### src/rtl/cnt_pkg.sv
// Shared types and helpers for the counters library.
package cnt_pkg;

  typedef struct packed {
    logic j;
    logic k;
  } jk_t;

  // Widths are fixed at 33 bits so any WIDTH up to 32 fits, including MOD == 2**WIDTH.
  function automatic logic [32:0] clamp_mod(input logic [32:0] val, input logic [32:0] mod);
    return (val >= mod) ? (mod - 33'd1) : val;
  endfunction

endpackage

### src/rtl/jk_cell.sv
// Single JK flip-flop with synchronous active-high reset.
module jk_cell (
  input  logic clk,
  input  logic rst,
  input  logic j,
  input  logic k,
  output logic q
);

  always_ff @(posedge clk) begin
    if (rst) begin
      q <= 1'b0;
    end else begin
      case ({j, k})
        2'b01:   q <= 1'b0;
        2'b10:   q <= 1'b1;
        2'b11:   q <= ~q;
        default: q <= q;
      endcase
    end
  end

endmodule

### src/rtl/jk_modcounter.sv
// Modulo-MOD up/down counter with load, one-shot mode and status flags, stored in JK cells.
module jk_modcounter
  import cnt_pkg::*;
#(
  parameter int     WIDTH   = 4,
  parameter longint MOD     = 10,
  parameter int     ONESHOT = 0
) (
  input  logic             clk,
  input  logic             rst,
  input  logic             en,
  input  logic             up,
  input  logic             load,
  input  logic [WIDTH-1:0] load_val,
  input  logic             oneshot,
  output logic [WIDTH-1:0] q,
  output logic             tc,
  output logic             wrap,
  output logic             done,
  output logic             load_err
);

  if (WIDTH < 1 || WIDTH > 32) begin : g_bad_width
    $fatal(1, "jk_modcounter: WIDTH must be 1..32");
  end
  if (MOD < 2 || MOD > (longint'(1) << WIDTH)) begin : g_bad_mod
    $fatal(1, "jk_modcounter: MOD must satisfy 2 <= MOD <= 2**WIDTH");
  end
  if (ONESHOT != 0 && ONESHOT != 1) begin : g_bad_oneshot
    $fatal(1, "jk_modcounter: ONESHOT must be 0 or 1");
  end

  localparam logic [WIDTH:0]   MOD_W = (WIDTH + 1)'(MOD);
  localparam logic [WIDTH-1:0] MAXV  = WIDTH'(MOD - 1);

  logic [WIDTH-1:0] q_r;
  logic [WIDTH-1:0] nxt;
  jk_t  [WIDTH-1:0] jk;
  logic             wrap_n;
  logic             done_n;
  logic             err_n;

  assign tc = up ? (q_r == MAXV) : (q_r == '0);
  assign q  = q_r;

  // A terminal count is exactly the point where an enabled step would wrap.
  always_comb begin
    nxt    = q_r;
    wrap_n = 1'b0;
    done_n = done;
    err_n  = 1'b0;
    if (load) begin
      nxt    = WIDTH'(clamp_mod(33'(load_val), 33'(MOD_W)));
      err_n  = ({1'b0, load_val} >= MOD_W);
      done_n = 1'b0;
    end else if (en && !done) begin
      if (oneshot && tc) begin
        done_n = 1'b1;
      end else if (up) begin
        nxt    = (q_r == MAXV) ? '0 : q_r + WIDTH'(1);
        wrap_n = (q_r == MAXV);
      end else begin
        nxt    = (q_r == '0) ? MAXV : q_r - WIDTH'(1);
        wrap_n = (q_r == '0);
      end
    end
  end

  always_comb begin
    for (int i = 0; i < WIDTH; i++) begin
      jk[i].j = ~q_r[i] &  nxt[i];
      jk[i].k =  q_r[i] & ~nxt[i];
    end
  end

  for (genvar i = 0; i < WIDTH; i++) begin : g_bit
    jk_cell u_cell (
      .clk (clk),
      .rst (rst),
      .j   (jk[i].j),
      .k   (jk[i].k),
      .q   (q_r[i])
    );
  end

  always_ff @(posedge clk) begin
    if (rst) begin
      wrap     <= 1'b0;
      done     <= 1'b0;
      load_err <= 1'b0;
    end else begin
      wrap     <= wrap_n;
      done     <= done_n;
      load_err <= err_n;
    end
  end

endmodule

### config.mk
export PLATFORM = sky130hd
export DESIGN_NAME = jk_modcounter
export DESIGN_NICKNAME = d
export VERILOG_FILES = /design/src/rtl/cnt_pkg.sv /design/src/rtl/jk_cell.sv /design/src/rtl/jk_modcounter.sv
export SDC_FILE = /design/constraint.sdc
export NUM_CORES = 1
export LEC_CHECK = 0
export BUFFER_PORTS_ARGS = -buffer_cell sky130_fd_sc_hd__buf_2
export CAP_MARGIN = 30
export CORE_ASPECT_RATIO = 0.9
export CORE_UTILIZATION = 50
export CTS_BUF_LIST = sky130_fd_sc_hd__clkbuf_16
export DETAILED_ROUTE_END_ITERATION = 6
export PLACE_DENSITY_LB_ADDON = 0.12
export SLEW_MARGIN = 5
export SYNTH_ARGS = -nofsm -noshare
export SYNTH_HDL_FRONTEND = slang
export SYNTH_SLANG_ARGS = --single-unit
### constraint.sdc
create_clock -name clk -period 7.3 [get_ports clk]
set_input_delay 0.365 -clock clk [delete_from_list [all_inputs] [get_ports clk]]
set_output_delay 0.365 -clock clk [all_outputs]
set_load 0.01 [all_outputs]
* Word level (Yosys, flattened, before mapping)
Index checks and enable logic that the tools add are counted.
** Storage, ports and cells
- Word-level logic and storage cells :: 66
- Input bits :: 10
- Output and inout bits :: 8
- Register bits after elaboration :: 7
** Cells by class
- $add $sub $neg :: 2
- Bitwise gates (word level) :: 18
- Reduce and logical (&&, ||, !) cells :: 12
- Muxes and demuxes :: 12
- Magnitude comparators :: 2
- Equal/unequal tests :: 13
** Operators with widths (number)
- 2-to-1 mux 4 bit :: 7
- equality test 2 bit, second input constant :: 8
- one-hot mux 1 bit (3 select lines) :: 4
- nonzero test 3 bit :: 4
- inverter 1 bit :: 10
- bitwise AND 1 bit :: 8
- equality test 2 x 1 -> 1 bit, second input constant :: 4
- >= comparator 4 bit, second input constant :: 2
- adder 4 x 1 -> 4 bit, second input constant :: 1
- equality test 4 bit, second input constant :: 1
- logical NOT 4 bit :: 1
- OR reduction 2 bit :: 2
- OR reduction 4 bit :: 1
- subtractor 4 x 1 -> 4 bit, second input constant :: 1
- logical AND 1 bit :: 2
- AND reduction 2 bit :: 1
- logical NOT 1 bit :: 1
- 2-to-1 mux 1 bit :: 1

* Longest topological paths before layout
- Depth in word-level cells :: 10
- Depth in mapped cells :: 10
- Mapped depth without buffers :: 9

* Hierarchy
A second synthesis with hierarchy kept.
** Unflattened totals
- Cells, all modules :: 79
- Area total of the unflattened synthesis :: 565.5 um^2
** By module, submodules not included
- jk_modcounter :: sequential area each 60.1 um^2, area an instance 440.4 um^2, cells each 67, instances 1
- jk_cell :: sequential area each 20.0 um^2, area an instance 31.3 um^2, cells each 3, instances 4

* Least setup slack after synthesis
Ideal clock, no wire load.
- Kind :: register to register
- Start :: reg g_bit[0].u_cell.q
- End :: reg g_bit[0].u_cell.q
- Path slack :: 4876 ps
- Cell stages (with the launch flop) :: 11
- Setup time :: 114 ps
- Period minus slack after synthesis :: 2424 ps
- Arrival :: 2310 ps
- Required time :: 7186 ps
- Path buffers :: 1
- Cells stage by stage :: dfxtp_1 clkbuf_1 inv_1 ha_1 or3b_4 a211o_1 a211oi_2 a211oi_1 ha_1 mux2i_1 nor2_1
** On the way
- Longest elaborated chain between the ends :: 10
- Elaborated cells between the ends (all ways) :: 21
- Those cells by class :: add/sub (2); eq/ne (4); mux (8); bitwise (4); reduce/logical (3)
** Ends and longest elaborated chain
- start: declaration :: RTL line jk_cell.sv:7 : output logic q
- start signal: assignment :: RTL line jk_cell.sv:17 : 2'b11: q <= ~q;
- start signal: assignment :: RTL line jk_cell.sv:18 : default: q <= q;
- subtractor 4 x 1 -> 4 bit (tied with other cells) :: RTL line jk_modcounter.sv:63 : nxt = (q_r == '0) ? MAXV : q_r - WIDTH'(1);
- 2-to-1 mux 4 bit (tied with other cells) :: RTL line jk_modcounter.sv:63
- 2-to-1 mux 4 bit / logical AND 1 bit (equally long branches) :: RTL line jk_modcounter.sv:59, jk_modcounter.sv:57
- 2-to-1 mux 4 bit :: RTL line jk_modcounter.sv:57 : if (oneshot && tc) begin
- 2-to-1 mux 4 bit :: RTL line jk_modcounter.sv:56 : end else if (en && !done) begin
- 2-to-1 mux 4 bit :: RTL line jk_modcounter.sv:52 : if (load) begin
- inverter 1 bit :: RTL line jk_modcounter.sv:72 : jk[i].k = q_r[i] & ~nxt[i];
- bitwise AND 1 bit :: RTL line jk_modcounter.sv:72
- equality test 2 bit / equality test 2 x 1 -> 1 bit (equally long branches) :: RTL line jk_cell.sv:14 : case ({j, k})
- one-hot mux 1 bit (3 select lines) / nonzero test 3 bit (equally long branches)
Parallel ways exist; a longest one is shown, timed or not.
A chain may end at the register's enable or synchronous reset.

* Worst setup path in the final report
Ends and elaborated chain as after synthesis.

==> out/summary.txt <==
WL final: 1610 um
setup violators final: 0
R2R Path End: g_bit[0].u_cell.q$_SDFFE_PP0P_
sequential share of power: 22.9%
Root Driver: clkbuf_16
Synth Warn #: 0
Logic pwr share: 40.6%
Design Power: 0.000252 W
Die H: 38.0 um
CP required: 7.42 ns
die footprint: 1600 sq um
top post-synthesis cells by area: dfxtp_1 19%, ha_1 14%, mux2i_1 5.6%, o21ai_0 4.2%, buf_4 4.2%
worst r2r path cells: 9
Final Skew: 0.00101 ns
Avg Cell Area, Syn: 8.10 sq um
CTS-repair resized insts: 0
Endpoint, Worst Hold: g_bit[1].u_cell.q$_SDFFE_PP0P_
unrepaired setup endpoints after global routing: no
status: completed
P_sw: 0.0000873 W
CTS tree: built
final hold vios: 0
Synth-to-Final Area Change: 17.0%
Worst-path clk slew: 0.04 ns
post-synthesis cell type count: 37
std cell rows: 12
clock latency on the worst-skew pair: 0.23 ns
drt wl/cell: 14.0 um
PortBufs: 17
antenna cell count: 0
pin count of the biggest net entering global routing: 16
max-cap viol count: 0
CP Launch Type: register
global-route wire length before repair: 2520 um
register-to-register setup slack: 4.74 ns
critical path peak fanout: 12
hold_buf cts: 0
pre-CTS WS: 4.77 ns
share of post-route cells with drive strength above 1: 24.8%
post-layout util: 65.3%
Final TNS setup: 0 ns
Synth area leader: dfxtp_1
setup slack after layout: 4.74 ns
# nets final: 120
CTS Buf Count: 3
switch share: 34.6%
DRT Pass-1 Iters: 4
worst min-delay path category: primary input to register
Max Fclk: 0.391 GHz
P per Cell Area: 299 nW/um^2
Residual DRC: 0
Synth top area share: 19.4%
vias in the first global route: 561
die width: 42.0 um
Vias: 684
post-synthesis sequential area ratio: 19.4%
post-route ant nets: 0
Worst Path Arrival: 2.68 ns
initial core utilization: 55.8%
leakage: 0.392 nW
FF+latch count, synth: 7
gpl congestion: 0.824
number of DRC markers after the initial detailed-route iteration: 26
DPL Wire Length: 1140 um
Worst R2R Start: g_bit[0].u_cell.q$_SDFFE_PP0P_
worst relative slew slack: 66.6%
# clock sinks: 7
Clock power frac: 36.5%
hold path startpoint: rst
Worst Tran Pin Value: 0.500 ns
initial antenna violation count: 0
vias per inst: 5.95
Pint: 0.000165 W
Setup Fix Bufs, Post-CTS: 0
I/O pins: 18
CTS HTree Levels: 1
Bufs on Longest Clock Path: 2
synthesized area: 721 sq um
Gate Count Post-Synth: 89
Peak supply drop: 0.000163 V
Worst Setup End Kind: register
Core ar.: 1290 sq um
WS Path Type: register to register
Period minus WS final: 2.56 ns
gr ovfl total: 0
Final Max Slew Viols: 0
Synthesized Nets: 107
worst hold margin: 0.409 ns
Final period util: 35.1%
total track usage: 22.1%
Worst Hold Depth: 2
worst max-delay path by stage:
stage | endpoint | cells past startpoint | startpoint | slack, ns
global placement | g_bit[3].u_cell.q$_SDFFE_PP0P_ | 9 | g_bit[0].u_cell.q$_SDFFE_PP0P_ | 4.83
floorplan | g_bit[0].u_cell.q$_SDFFE_PP0P_ | 10 | g_bit[0].u_cell.q$_SDFFE_PP0P_ | 4.88
CTS | g_bit[0].u_cell.q$_SDFFE_PP0P_ | 9 | g_bit[0].u_cell.q$_SDFFE_PP0P_ | 4.74
finish | g_bit[0].u_cell.q$_SDFFE_PP0P_ | 9 | g_bit[0].u_cell.q$_SDFFE_PP0P_ | 4.74
global route | g_bit[0].u_cell.q$_SDFFE_PP0P_ | 9 | g_bit[0].u_cell.q$_SDFFE_PP0P_ | 4.60
detailed placement | g_bit[3].u_cell.q$_SDFFE_PP0P_ | 9 | g_bit[0].u_cell.q$_SDFFE_PP0P_ | 4.77
per-layer routing:
layer  vias to the layer above  global-route usage, %  part of all wire (%)
li1                        346                      -                     -
met3                         3                   5.66                   7.5
met2                        33                   32.4                    43
met1                       302                   31.7                    48
met4                         0                   7.03                  0.93
met5                         -                      0                     0
sequential cells by signal, indices dropped and copies added (netlist names):
name / count
wrap: 1
done: 1
g_bit.u_cell.q: 4
load_err: 1
cells in the mapped netlist (all sizes together):
master	number
mux2	1
nor3b	2
nor2b	2
nand2	5
nor2	6
ha	8
a221oi	2
a41oi	1
and3b	1
a22o	1
o221ai	1
o2111ai	2
nand3	2
buf	7
a211oi	2
and3	1
or3b	1
mux2i	4
nor3	3
a21oi	5
xor2	1
and4	1
dfxtp	7
a31oi	1
o21ai	6
o31ai	1
and2	1
inv	7
nand2b	2
clkbuf	2
a211o	1
and2b	1
o311ai	1
kinds of logic (layout without fill, tap and decap cells):
family | after synthesis | after routing | share of synthesized area (%)
AOI/OAI and AO/OA | 24 | 24 | 24.8
xor gates and xnor gates | 1 | 1 | 1.22
adders and majority gates | 8 | 8 | 13.9
buffers and inverters | 16 | 28 | 11.8
DFF | 7 | 7 | 19.4
muxes | 5 | 5 | 7.12
and+or+nand+nor | 28 | 28 | 21.7
cells in the final DEF (no fill, tap or decap), types with 2 or more instances in the layout:
master / instances
nand2_1: 5
a21oi_1: 4
inv_1: 8
nor3b_1: 2
a221oi_1: 2
o2111ai_1: 2
nor3_1: 3
ha_1: 8
o21ai_0: 6
nor2b_1: 2
nand3_1: 2
mux2i_1: 4
nand2b_1: 2
nor2_1: 6
clkbuf_16: 3
buf_2: 17
dfxtp_1: 7
stage by stage:
stage | cells | area (sq um)
2_1_floorplan | 89 | 721
3_3_place_gp | 111 | 764
3_5_place_dp | 111 | 764
4_1_cts | 115 | 843
5_1_grt | 115 | 843
6_report | 115 | 843
area by class of cell:
cell class,count,area [sq um]
flip-flops and latches,7,140
repair buffers,17,85.1
clock inverters,1,3.75
multi-input cells,66,495
well taps,14,17.5
clock buffers,3,75.1
fillers,113,448
inverters,7,26.3
critical path: stages (launching register included):
cell      delay [ns]
dfxtp_1         0.41
inv_1           0.16
ha_1            0.23
or3b_4          0.42
a211o_1         0.36
a211oi_2        0.22
a211oi_1        0.07
ha_1            0.31
mux2i_1         0.21
nor2_1          0.05
power by group through the flow:
| stage | Sequential, W | Clock (W) | Combinational (W) |
|---|---|---|---|
| finish | 0.0000576 | 0.0000921 | 0.000102 |
| global route | 0.0000592 | 0.0000955 | 0.000113 |
| CTS | 0.0000574 | 0.0000928 | 0.000102 |
| detailed placement | 0.0000576 | 0 | 0.0000987 |
| global placement | 0.0000577 | 0 | 0.0000986 |
| floorplan | 0.0000491 | 0 | 0.0000910 |
Note: power is estimated with default switching activity, not from simulation.
